### config.mk
export PLATFORM = sky130hd
export DESIGN_NAME = mv_serial_sched_flat
export DESIGN_NICKNAME = d
export VERILOG_FILES = /design/src/rtl/mv_serial_sched_pkg.sv /design/src/rtl/mv_serial_sched_if.sv /design/src/rtl/mv_serial_sched_rr_arbiter.sv /design/src/rtl/mv_serial_sched.sv /design/src/flat_wrapper.sv
export SDC_FILE = /design/constraint.sdc
export NUM_CORES = 1
export LEC_CHECK = 0
export ABC_AREA = 0
export CAP_MARGIN = 20
export CORE_MARGIN = 2
export CORE_UTILIZATION = 35
export DETAILED_ROUTE_END_ITERATION = 12
export GPL_TIMING_DRIVEN = 0
export HOLD_SLACK_MARGIN = 0.05
export PLACE_DENSITY = 0.71
export SYNTH_ARGS = -nofsm -noshare
export SYNTH_HDL_FRONTEND = slang
export SYNTH_SLANG_ARGS = --single-unit
export TNS_END_PERCENT = 50
### constraint.sdc
create_clock -name clk -period 9.8 [get_ports clk]
set_clock_uncertainty 0.2 [all_clocks]
set_input_delay 0.98 -clock clk [delete_from_list [all_inputs] [get_ports clk]]
set_output_delay 0.98 -clock clk [all_outputs]
set_load 0.05 [all_outputs]
### src/rtl/mv_serial_sched_pkg.sv
// Shared widths, timing constants and state encoding for the result scheduler
// that feeds the 20-bit serial output register of the block-matching engine.
package mv_sched_pkg;

  localparam int COORD_W   = 8;
  localparam int MAD_W     = 12;
  localparam int FRAME_W   = COORD_W + MAD_W;
  localparam int SHIFT_CYC = 19;
  // ld_en to bit 19 on the port, and ld_en to bit 0 on the port
  localparam int FS_DLY    = 2;
  localparam int MB_DLY    = FS_DLY + FRAME_W - 1;

  typedef enum logic [1:0] {S_IDLE, S_LOAD, S_SHIFT, S_GAP} sched_state_e;

  function automatic logic [FRAME_W-1:0] pack_frame(input logic [COORD_W-1:0] coord,
                                                    input logic [MAD_W-1:0]   mad);
    return {coord, mad};
  endfunction

endpackage

### src/rtl/mv_serial_sched_if.sv
// Requester handshake plus serial-register load/marker signals of the scheduler.
interface mv_serial_sched_if #(parameter int NREQ = 4);
  import mv_sched_pkg::*;

  localparam int IDX_W = $clog2(NREQ);

  logic [NREQ-1:0]         req_valid;
  logic [NREQ*COORD_W-1:0] req_coord;
  logic [NREQ*MAD_W-1:0]   req_mad;
  logic [NREQ-1:0]         req_ready;
  logic                    ld_en;
  logic [FRAME_W-1:0]      ld_data;
  logic [IDX_W-1:0]        src_id;
  logic                    frame_start;
  logic                    busy;
  logic                    mb_done;

  modport master (
    output req_valid, req_coord, req_mad,
    input  req_ready, ld_en, ld_data, src_id, frame_start, busy, mb_done
  );

  modport slave (
    input  req_valid, req_coord, req_mad,
    output req_ready, ld_en, ld_data, src_id, frame_start, busy, mb_done
  );

endinterface

### src/rtl/mv_serial_sched_rr_arbiter.sv
// Combinational round-robin pick: lowest valid index at or above ptr, wrapping.
module rr_arbiter #(
  parameter  int NREQ  = 4,
  localparam int IDX_W = $clog2(NREQ)
) (
  input  logic [NREQ-1:0]  req,
  input  logic [IDX_W-1:0] ptr,
  input  logic             en,
  output logic [NREQ-1:0]  grant,
  output logic [IDX_W-1:0] idx
);

  logic             found;
  int               sel_i;
  logic [IDX_W-1:0] sel;

  // NOTE: every variable gets a default before any conditional write so the
  // block stays purely combinational and no latch is inferred.
  always_comb begin
    grant = '0;
    idx   = '0;
    found = 1'b0;
    sel_i = 0;
    sel   = '0;
    for (int k = 0; k < NREQ; k++) begin
      sel_i = int'(ptr) + k;
      if (sel_i >= NREQ) sel_i = sel_i - NREQ;
      sel = IDX_W'(sel_i);
      if (en && !found && req[sel]) begin
        grant[sel] = 1'b1;
        idx        = sel;
        found      = 1'b1;
      end
    end
  end

endmodule

### src/rtl/mv_serial_sched.sv
// Round-robin result scheduler: grants one PE column, loads its {coord, MAD}
// frame into the serial register, and paces loads to the 20-bit shift time.
module mv_serial_sched
  import mv_sched_pkg::*;
#(
  parameter int NREQ           = 4,
  parameter int GAP            = 0,
  parameter int RESULTS_PER_MB = 4
) (
  input  logic               clk,
  input  logic               rst_n,
  mv_serial_sched_if.slave   bus
);

  localparam int IDX_W   = $clog2(NREQ);
  localparam int CNT_MAX = (GAP > SHIFT_CYC) ? GAP : SHIFT_CYC;
  localparam int CNT_W   = $clog2(CNT_MAX + 1);
  localparam int FC_W    = (RESULTS_PER_MB > 1) ? $clog2(RESULTS_PER_MB) : 1;

  sched_state_e      state;
  logic [IDX_W-1:0]  ptr;
  logic [CNT_W-1:0]  cnt;
  logic [FC_W-1:0]   frame_cnt;
  logic [FS_DLY-1:0] fs_pipe;
  logic [MB_DLY-1:0] mb_pipe;

  logic [NREQ-1:0]    grant;
  logic [IDX_W-1:0]   g_idx;
  logic [COORD_W-1:0] g_coord;
  logic [MAD_W-1:0]   g_mad;
  logic               mb_wrap;

  // Grants are suppressed during reset so every output reads zero then.
  rr_arbiter #(.NREQ(NREQ)) u_arb (
    .req   (bus.req_valid),
    .ptr   (ptr),
    .en    ((state == S_IDLE) && rst_n),
    .grant (grant),
    .idx   (g_idx)
  );

  assign bus.req_ready = grant;

  always_comb begin
    g_coord = '0;
    g_mad   = '0;
    for (int i = 0; i < NREQ; i++) begin
      if (g_idx == IDX_W'(i)) begin
        g_coord = bus.req_coord[i*COORD_W +: COORD_W];
        g_mad   = bus.req_mad[i*MAD_W +: MAD_W];
      end
    end
  end

  // NOTE: sequential state uses non-blocking assignments only, so every
  // register samples pre-edge values regardless of statement order.
  always_ff @(posedge clk) begin
    if (!rst_n) begin
      state       <= S_IDLE;
      ptr         <= '0;
      cnt         <= '0;
      bus.ld_en   <= 1'b0;
      bus.ld_data <= '0;
      bus.src_id  <= '0;
      bus.busy    <= 1'b0;
    end else begin
      bus.ld_en <= 1'b0;
      case (state)
        S_IDLE: begin
          if (|grant) begin
            bus.ld_data <= pack_frame(g_coord, g_mad);
            bus.src_id  <= g_idx;
            ptr         <= (g_idx == IDX_W'(NREQ - 1)) ? '0 : g_idx + 1'b1;
            bus.ld_en   <= 1'b1;
            bus.busy    <= 1'b1;
            state       <= S_LOAD;
          end
        end
        S_LOAD: begin
          cnt   <= '0;
          state <= S_SHIFT;
        end
        S_SHIFT: begin
          if (cnt == CNT_W'(SHIFT_CYC - 1)) begin
            cnt <= '0;
            if (GAP > 0) begin
              state <= S_GAP;
            end else begin
              state    <= S_IDLE;
              bus.busy <= 1'b0;
            end
          end else begin
            cnt <= cnt + 1'b1;
          end
        end
        S_GAP: begin
          if (cnt == CNT_W'(GAP - 1)) begin
            state    <= S_IDLE;
            bus.busy <= 1'b0;
          end else begin
            cnt <= cnt + 1'b1;
          end
        end
        default: state <= S_IDLE;
      endcase
    end
  end

  // Marker pipes run free of the FSM so overlapping frames still line up.
  assign mb_wrap = bus.ld_en && (frame_cnt == FC_W'(RESULTS_PER_MB - 1));

  always_ff @(posedge clk) begin
    if (!rst_n) begin
      frame_cnt <= '0;
      fs_pipe   <= '0;
      mb_pipe   <= '0;
    end else begin
      fs_pipe <= {fs_pipe[FS_DLY-2:0], bus.ld_en};
      mb_pipe <= {mb_pipe[MB_DLY-2:0], mb_wrap};
      if (bus.ld_en) frame_cnt <= mb_wrap ? '0 : frame_cnt + 1'b1;
    end
  end

  assign bus.frame_start = fs_pipe[FS_DLY-1];
  assign bus.mb_done     = mb_pipe[MB_DLY-1];

endmodule

### src/flat_wrapper.sv
// flat-port wrapper written by rule: the top's interface ports become plain ports
module mv_serial_sched_flat import mv_sched_pkg::*;
#(
  parameter int NREQ           = 4,
  parameter int GAP            = 0,
  parameter int RESULTS_PER_MB = 4
)
  (clk, rst_n, bus_req_valid, bus_req_coord, bus_req_mad, bus_req_ready, bus_ld_en, bus_ld_data, bus_src_id, bus_frame_start, bus_busy, bus_mb_done);
  mv_serial_sched_if #(.NREQ(NREQ)) bus_i ();
  input  logic clk;
  input  logic rst_n;
  input wire logic [$bits(bus_i.req_valid)-1:0] bus_req_valid;
  input wire logic [$bits(bus_i.req_coord)-1:0] bus_req_coord;
  input wire logic [$bits(bus_i.req_mad)-1:0] bus_req_mad;
  output wire logic [$bits(bus_i.req_ready)-1:0] bus_req_ready;
  output wire logic [$bits(bus_i.ld_en)-1:0] bus_ld_en;
  output wire logic [$bits(bus_i.ld_data)-1:0] bus_ld_data;
  output wire logic [$bits(bus_i.src_id)-1:0] bus_src_id;
  output wire logic [$bits(bus_i.frame_start)-1:0] bus_frame_start;
  output wire logic [$bits(bus_i.busy)-1:0] bus_busy;
  output wire logic [$bits(bus_i.mb_done)-1:0] bus_mb_done;
  assign bus_i.req_valid = bus_req_valid;
  assign bus_i.req_coord = bus_req_coord;
  assign bus_i.req_mad = bus_req_mad;
  assign bus_req_ready = bus_i.req_ready;
  assign bus_ld_en = bus_i.ld_en;
  assign bus_ld_data = bus_i.ld_data;
  assign bus_src_id = bus_i.src_id;
  assign bus_frame_start = bus_i.frame_start;
  assign bus_busy = bus_i.busy;
  assign bus_mb_done = bus_i.mb_done;
  mv_serial_sched #(.NREQ(NREQ), .GAP(GAP), .RESULTS_PER_MB(RESULTS_PER_MB)) u_core (.clk(clk), .rst_n(rst_n), .bus(bus_i));
endmodule
==> key figures <==
Outcome
  – Status: complete, but fails checks
  – Violated checks: DRC

Clock network
  – Clock Sinks: between 50 and 60
  – Postcts setup bufs: 0
  – # H-tree levels: 3
  – Clk slew on worst S/H paths: 0.07 ns
  – Max Root-Sink Buffers: 2
  – Clock latency on the worst-skew pair: 0.34 ns
  – Post-CTS sizing: 0
  – CTS tree: done
  – Clock root buffer master: clkbuf_8
  – Hold Buf Count CTS: 0
  – CTS buffer count: 9

Die
  – Initial cell density of the core: 36.4%
  – Row Count: 34
  – IO Pins: about 120
  – Core Region: around 8800 um^2
  – Chip Width: between 90 and 100 um
  – Die area: about 9900 um^2
  – Die Y: 99.7 um

Logic synthesis
  – Ys async rst share: 0%
  – Yosys cell types: 39
  – Cell count after synthesis: 362
  – Sequential area share after synthesis: around 36%
  – Area share of the largest cell type after synthesis: 36.3%
  – Synth area leaders: dfxtp_1 36%, nand2_1 8.9%, mux2i_1 8.4%
  – Number of enable flip-flop cells after synthesis: 0
  – Syn_nets: around 460
  – Post-synthesis register bit count: 58
  – Top_reg_cell synth: dfxtp_1
  – Largest area contributor in the netlist: dfxtp_1
  – Syn_area_per_cell: 8.85 um^2
  – Syn. warnings: 0
  – Mapped Area: approximately 3200 um^2

Routing
  – Routed wire length: 9.13 mm
  – Violation count after the first detailed-route iteration: 120
  – Drt first pass iters: 8
  – DRC Markers: 1
  – Routed vias/inst: 5.18
  – Routed Antenna Nets: 0
  – Avg WL per Cell: 15.2 um
  – Via count: 3107

Timing
  – Final setup violation count: 0
  – Pins over their slew limit: 0
  – Achievable frequency: 203 MHz
  – Final Hold Vio Count: 0
  – Period minus WS final: 4.92 ns
  – Ratio of final minimum period to clock period: between 50% and 60%
  – Hold WS: 0.225 ns
  – RSZ-0062 raised after global routing: no
  – Actual slew at the worst max-slew pin: 0.597 ns
  – Setup TNS: 0 ns
  – Max-slew headroom: between 60% and 70%

Flow run
  – Max cap viols: 0

Placed design
  – GPL Wtd Cong: 0.810
  – Post-DP HPWL: 6.96 mm
  – Port bufs: 114
  – Area of placed instances: 4480 um^2

Global routing
  – Vias in the first global route: 3106
  – Largest net degree at the start of global routing: 13
  – Initial antenna violation count: 0
  – Gr usage total: a little under a fifth
  – First-pass GRT wire length: 14.7 mm
  – Global route overflow: 0

Finish
  – Syn-to-layout area delta: 46.1%
  – NumNets Final: 587
  – Area used by multi-input combinational logic: 1840 um^2
  – Fin area: 4680 um^2
  – # diodes: 0
  – Share of layout cells above drive strength 1: 7.32%
  – Fillers: between 800 and 900
  – Storage element area: ~1200 um^2

Critical path
  – Data arrival, critical path: about 3.7 ns
  – Buffers plus inverters on the worst setup path: 2
  – Worst path cell trace: clkdlybuf4s50_1 > mux2_4 > or3_4 > a2111oi_4 > a221o_2 > clkdlybuf4s50_1
  – CP max stage delay: 0.80 ns
  – Maximum fanout along the worst path: 5
  – Crit path top cell by count: clkdlybuf4s50_1
  – Critical path class: in -> out
  – Dominant delay contributor by cell family on the critical path: buffers and inverters
  – Slowest CP cell: clkdlybuf4s50_1
  – CP required: between 8 and 9 ns
  – Crit path launch type: input port
  – CP Capture Type: primary output

Pwr
  – Pleak: around 1.8 nW
  – Worst VDD drop: 0.121 mV
  – Power per cell area: roughly 260 nW/um^2

Min path
  – Tightest Hold Check Type: reg -> reg
## cells by family after synthesis
group | after synthesis | synth area share, %
fa+ha+maj | 14 | 5.47
flops | 58 | 36.2
compound gates | 71 | 17.2
mux | 32 | 11.4
simple gates | 149 | 23.5
buf+inv | 38 | 6.21
## layer usage
layer / share of wire [%] / GRT usage, % / vias to the layer above
li1: - / - / 1523
met1: 43 / 22.1 / 1478
met2: 50 / 33.2 / 97
met3: 5.6 / 5.76 / 9
met4: 1.3 / 5.16 / 0
met5: 0 / 0 / -
## through the flow
step	total power [mW]	instances	worst slack [ns]	utilization [%]
after detailed placement	1.01	584	4.64	50.9
after floorplan	0.818	362	5.92	-
final	1.23	600	4.88	53.2
after global routing	1.31	600	4.69	53.2
after CTS	1.24	600	4.87	53.2
after global placement	0.997	584	4.74	50.9
## cell type report
class	count	share of cell area, %
flip-flops and latches	58	24.8
well taps	108	2.89
clock buffers	9	2.65
inverters	11	0.882
clock inverters	7	1.66
plain buffers	27	3.37
multi-input cells	266	39.4
repair buffers	114	24.4
## path summary, 6_finish.rpt
path / endpoint / from / depth (start not counted) / slack [ns]
setup / recovery: bus_req_ready[2] / bus_req_valid[0] / 6 / 4.88
hold / removal: u_core.mb_pipe[2] / u_core.mb_pipe[1] / 1 / 0.23
setup reg to reg: u_core.bus.ld_data[11] / u_core.ptr[0] / 15 / 5.24
hold reg to reg: u_core.mb_pipe[2] / u_core.mb_pipe[1] / 1 / 0.23
## power breakdown
part | total [mW] | internal, mW | switching, mW
Combinational | 0.705 | 0.311 | 0.394
Sequential | 0.300 | 0.272 | 0.0279
Clock | 0.221 | 0.119 | 0.102
Total | 1.23 | 0.702 | 0.524
## placed cells by master (no fill, tap or decap), types with 11 or more instances in the layout
master	instances
nand2_1	76
clkdlybuf4s50_1	114
inv_1	11
clkbuf_1	20
o31ai_1	19
a21oi_1	13
and2_1	22
a221oi_1	19
ha_1	14
dfxtp_1	58
nor2b_1	28
mux2i_1	27
## cell usage after synthesis, types with 2 or more instances
library cell and instances:
o31ai_1 19, ha_1 14, and3_1 2, inv_1 11, nor2b_1 28, a22oi_1 2
a221oi_1 19, nor2_1 5, mux4_2 3, o21ai_0 6, dfxtp_1 58, a221o_2 4
a21oi_1 13, mux2i_1 27, buf_6 3, nand3b_1 6, nor3b_1 2, buf_12 2
nand2_1 76, nand3_1 3, clkbuf_1 20, and2_1 22
## sequential cells by signal, indices dropped and copies added (netlist names)
register	flops
u_core.fs_pipe	2
u_core.state	2
u_core.bus.ld_en	1
u_core.frame_cnt	2
u_core.bus.src_id	2
u_core.cnt	5
u_core.mb_pipe	21
u_core.bus.ld_data	20
u_core.ptr	2
u_core.bus.busy	1
No activity file was read; power rests on OpenSTA's default activity.
